File: src/rtl/complement_arbiter.sv
// ---------------------------------------------------------------------------
// complement_arbiter
//
// Two requesters share one two's-complement unit that computes either the
// negation or the absolute value of a WIDTH-bit operand. Requests are granted
// round-robin. Each request is carried through a short IDLE -> EXEC -> RESP
// sequence. The result comes back on one response channel, tagged with the
// id of the requester that issued it.
//
// Ports
//   clk            system clock, rising edge
//   rst_n          asynchronous, active-low reset
//   req0_valid     requester 0 has a request
//   req0_ready     requester 0 request accepted this cycle
//   req0_operand   requester 0 operand (WIDTH bits)
//   req0_abs       requester 0 op select: 0 = negate, 1 = absolute value
//   req1_valid     requester 1 has a request
//   req1_ready     requester 1 request accepted this cycle
//   req1_operand   requester 1 operand (WIDTH bits)
//   req1_abs       requester 1 op select: 0 = negate, 1 = absolute value
//   resp_valid     response available
//   resp_ready     consumer takes the response
//   resp_data      result (WIDTH bits)
//   resp_id        requester that issued this result
//   resp_ovf       result not representable (operand was the most-negative value)
//   busy           high whenever the FSM is not in IDLE
// ---------------------------------------------------------------------------
module complement_arbiter #(
    parameter int WIDTH = 32
) (
    input  logic             clk,
    input  logic             rst_n,

    input  logic             req0_valid,
    output logic             req0_ready,
    input  logic [WIDTH-1:0] req0_operand,
    input  logic             req0_abs,

    input  logic             req1_valid,
    output logic             req1_ready,
    input  logic [WIDTH-1:0] req1_operand,
    input  logic             req1_abs,

    output logic             resp_valid,
    input  logic             resp_ready,
    output logic [WIDTH-1:0] resp_data,
    output logic             resp_id,
    output logic             resp_ovf,

    output logic             busy
);

    typedef enum logic [1:0] {
        IDLE = 2'd0,
        EXEC = 2'd1,
        RESP = 2'd2
    } state_t;

    // The only operand whose negation wraps back onto itself.
    localparam logic [WIDTH-1:0] MOST_NEG = {1'b1, {(WIDTH-1){1'b0}}};
    localparam logic [WIDTH-1:0] ONE      = {{(WIDTH-1){1'b0}}, 1'b1};

    state_t           state;
    logic             rr_last;

    // The operation captured at accept time. It is consumed in EXEC.
    logic [WIDTH-1:0] op_operand;
    logic             op_abs;
    logic             op_id;

    logic             grant0;
    logic             grant1;

    logic [WIDTH-1:0] negated;
    logic [WIDTH-1:0] result;
    logic             overflow;

    // Round-robin grant selection. A lone requester always wins. When both
    // requesters ask at once, the one that was not served last time wins.
    // rr_last resets to 1, so the first contested grant after reset goes to
    // requester 0.
    always_comb begin
        grant0 = 1'b0;
        grant1 = 1'b0;
        if (req0_valid && req1_valid) begin
            grant0 = rr_last;
            grant1 = ~rr_last;
        end else begin
            grant0 = req0_valid;
            grant1 = req1_valid;
        end
    end

    // A grant only turns into a ready while the FSM is idle. Gating with
    // rst_n keeps both readies low for the whole reset assertion, even though
    // the state register already reads IDLE during reset.
    assign req0_ready = rst_n & (state == IDLE) & grant0;
    assign req1_ready = rst_n & (state == IDLE) & grant1;

    // The shared complement datapath works on the captured operand.
    // Absolute value passes non-negative operands through unchanged and
    // negates negative ones. The most-negative value negates to itself.
    // It is flagged as overflow for both operations.
    always_comb begin
        negated  = ~op_operand + ONE;
        result   = (op_abs && !op_operand[WIDTH-1]) ? op_operand : negated;
        overflow = (op_operand == MOST_NEG);
    end

    // Main controller. IDLE accepts one request and latches it. EXEC spends
    // exactly one cycle registering the result into the response outputs.
    // RESP holds those outputs until the consumer takes them. busy is
    // registered together with the state, so it always matches state != IDLE.
    // Reset throws away any operation in flight, so no response for it can
    // appear afterwards.
    always_ff @(posedge clk or negedge rst_n) begin
        if (!rst_n) begin
            state      <= IDLE;
            rr_last    <= 1'b1;
            busy       <= 1'b0;
            resp_valid <= 1'b0;
            resp_data  <= '0;
            resp_id    <= 1'b0;
            resp_ovf   <= 1'b0;
            op_operand <= '0;
            op_abs     <= 1'b0;
            op_id      <= 1'b0;
        end else begin
            case (state)
                IDLE: begin
                    if (grant0 || grant1) begin
                        op_operand <= grant1 ? req1_operand : req0_operand;
                        op_abs     <= grant1 ? req1_abs : req0_abs;
                        op_id      <= grant1;
                        rr_last    <= grant1;
                        busy       <= 1'b1;
                        state      <= EXEC;
                    end
                end
                EXEC: begin
                    resp_data  <= result;
                    resp_ovf   <= overflow;
                    resp_id    <= op_id;
                    resp_valid <= 1'b1;
                    state      <= RESP;
                end
                RESP: begin
                    if (resp_ready) begin
                        resp_valid <= 1'b0;
                        busy       <= 1'b0;
                        state      <= IDLE;
                    end
                end
                default: begin
                    resp_valid <= 1'b0;
                    busy       <= 1'b0;
                    state      <= IDLE;
                end
            endcase
        end
    end

endmodule

File: config.mk
export PLATFORM = sky130hd
export DESIGN_NAME = complement_arbiter
export DESIGN_NICKNAME = d
export VERILOG_FILES = /design/src/rtl/complement_arbiter.sv
export SDC_FILE = /design/constraint.sdc
export NUM_CORES = 1
export LEC_CHECK = 0
export ABC_AREA = 1
export CORE_MARGIN = 8
export CORE_UTILIZATION = 25
export DETAILED_ROUTE_END_ITERATION = 8
export PLACE_DENSITY = 0.44
export RECOVER_POWER = 25
export SETUP_SLACK_MARGIN = 0.5
export SYNTH_ARGS = -nofsm -noshare
export SYNTH_HDL_FRONTEND = slang
export SYNTH_SLANG_ARGS = --single-unit
File: constraint.sdc
create_clock -name clk -period 3.54 [get_ports clk]
set_input_delay 1.062 -clock clk [delete_from_list [all_inputs] [get_ports clk]]
set_output_delay 1.062 -clock clk [all_outputs]
set_load 0.02 [all_outputs]
==> results.toml <==
[synthesis]
netlist-cell-type-count = 33
synth.yosys.warnings = 0
seq_area_frac_synth = 0.452
synth.ff_latch_count = 73
synth_area_per_cell_sq_um = 7.27
synth_nets = 628
number_of_standard_cells_after_synthesis = 556
synthesis.area_sq_um = 4040

[placed_design]
place.gp.congestion = 0.853
placed_area_sq_um = 5330
placed_cells_incl_taps = 862
pre_cts_slack_ns = -0.135
port-buffer-count = 108
detailedPlacementHpwl_mm = 10.0

[cts]
clk_path_buf_depth = 2
cts_setup_buffers = 0
clock_sinks = 73
holdBufCountCts = 0
htree_levels = 3
number_of_buffers_inserted_during_clock_tree_synthesis = 9
root_buffer = "clkbuf_16"
worst_setup_hold_path_clk_slew_ns = 0.06
tritoncts = "yes"
clkLatencyLatePin_ns = 0.35

[sta]
timing.final.crit_period_ns = 2.95
timing.slew.headroom = -0.232
grt_setup_unrepaired = "false"
worst_hold_slack_ns = 0.480
timing.setup.tns_ns = 0
timing_max_transition_violations_final = 74
hold_violations = 0
setup_ws_ns = 0.590
fmaxAchievable_mhz = 339
worstMarginPinSlew_ns = 1.85
layout_worst_path_cycle_share = 0.833
clock-skew-final_ns = 0.00856
endpoints_failing_setup = 0

[route]
drt-initial-drc-count = 247
finalWirelength_mm = 13.3
firstDrtPassIters = 4
viasPerCell = 4.41
wire_per_inst_um = 15.1
antenna_violating_nets_post_route = 0
drc = 0
num_vias = 3875

[final_layout]
final_cell_count_no_fill = 878
area_growth_from_synthesis_to_layout_pct = 38.1
drive_gt1_frac = 0.0634
antenna_cells = 0
layout_common_cells = "192 x nand2_1, 102 x clkdlybuf4s50_1, 84 x nor2_1"
postLayoutCellArea_sq_um = 5580
layout.cells.most_common = "nand2_1"
final_net_count = 729

[power_and_ir_drop]
cellPowerDensity_nw_per_um2 = 881
power.ir.vdd_worst_uv = 285
power.static_leakage_nw = 2.52

[job]
drv.max_cap_violation_count = 1

[die]
die_width_um = 143
std_cell_rows = 46
design.core.area_sq_um = 15800
dieArea_sq_um = 20500
top_level_ports = 109
die_y_um = 143
initial_core_util = 0.255

[worst_setup_path]
crit_chain = "dlygate4sd2_1, a2111oi_2, buf_4"
slowest_delay_ns = 0.36
critPathRequiredTime_ns = 2.48
worst-endpoint-arrival_ns = 1.89
critical_path.startpoint_type = "input port"
timing.critical_path.to_type = "output pin"
crit_path_max_fanout = 3
slowest_stage = "a2111oi_2"
worstSetupPathType = "input port to output pin"

[min_path]
holdCritPathClass = "flop to flop"

[outcome]
result_of_the_run = "complete, but fails checks"
failed_checks = "capacitance limit, slew limit"

[global_routing]
first_global_vias = 4017
globalRouteOverflowTotal = 0
antenna_violations_before_repair = 0
global_route_wire_length_before_repair_mm = 21.2
grt_use_total = 0.135
grt_start_max_net_pins = 74
cells in the mapped netlist, drive strengths merged:
library cell,count,area [sq um]
nand2,198,763
nor2,90,378
dfrtp,72,1800
nand3,40,205
inv,38,143
a31oi,34,213
o21ai,26,145
buf,18,101
xor2,10,87.6
clkbuf,6,22.5
nand4,6,37.5
nand3b,4,30.0
nor3,3,15.0
a21oi,2,10.0
or2,2,12.5
xnor2,2,17.5
a2111oi,1,8.76
dfstp,1,26.3
ha,1,12.5
o21bai,1,7.51
o22ai,1,6.26
registers in the layout, summed over array words and instances (netlist names):
| register | flops |
|---|---|
| busy | 1 |
| op_abs | 1 |
| op_id | 1 |
| op_operand | 32 |
| resp_data | 32 |
| resp_id | 1 |
| resp_ovf | 1 |
| resp_valid | 1 |
| rr_last | 1 |
| state | 2 |
kinds of logic (layout without fill, tap and decap cells):
family | Yosys count | in the layout | share of synthesized area
compound gates | 65 | 65 | 0.0965
xor+xnor | 12 | 12 | 0.0260
fa+ha+maj | 1 | 1 | 0.00309
buf+inv | 62 | 168 | 0.0659
flops | 73 | 73 | 0.452
simple gates | 343 | 343 | 0.356
worst paths after layout:
kind                                            from                          to  slack (ns)  cells past startpoint
setup / recovery                          req1_valid                  req0_ready        0.59                      3
hold / removal             resp_data[24]$_DFFE_PN0P_   resp_data[24]$_DFFE_PN0P_        0.48                      2
setup reg to reg                  op_abs$_DFFE_PN0P_   resp_data[16]$_DFFE_PN0P_        1.17                      8
hold reg to reg            resp_data[24]$_DFFE_PN0P_   resp_data[24]$_DFFE_PN0P_        0.48                      2
max in group asynchronous                      rst_n   resp_data[25]$_DFFE_PN0P_        1.02                      2
min in group asynchronous                      rst_n  op_operand[12]$_DFFE_PN0P_        1.44                      2
critical path, delay by kind of cell:
| family | cells | cell delay, ns |
|---|---|---|
| buffers and inverters | 2 | 0.46 |
| AO/OA/AOI/OAI | 1 | 0.36 |
power by group:
part	total, mW	internal (mW)	switching [mW]	leakage [nW]
logic	2.30	0.934	1.37	1.50
registers	1.68	1.25	0.425	0.864
clock network	0.939	0.582	0.357	0.150
total	4.92	2.77	2.15	2.52
through the flow:
stage	utilization	power [mW]
floorplan	-	3.14
CTS	0.355	5.03
global placement	0.337	4.06
global route	0.353	5.34
finish	0.353	4.92
detailed placement	0.337	4.08
metal layers:
| layer | track usage | vias up | part of all wire |
|---|---|---|---|
| met2 | 0.203 | 85 | 0.43 |
| li1 | - | 1995 | - |
| met1 | 0.176 | 1781 | 0.49 |
| met4 | 0.0554 | 0 | 0.016 |
| met5 | 0 | - | 0 |
| met3 | 0.0394 | 14 | 0.062 |
final cells by class:
class,count,area [sq um]
fill,1710,10200
multi-input combinational,421,1940
sequential,73,1830
timing repair buffer,114,1100
tap,216,270
clock buffer,13,260
inverter,38,143
clock inverter,3,40.0
repair_timing:
item,CTS,global route
endpoints found under the hold margin,0,0
setup endpoints to repair,2,0
resized for setup,14,0
Note: power is estimated with default switching activity, not from simulation.
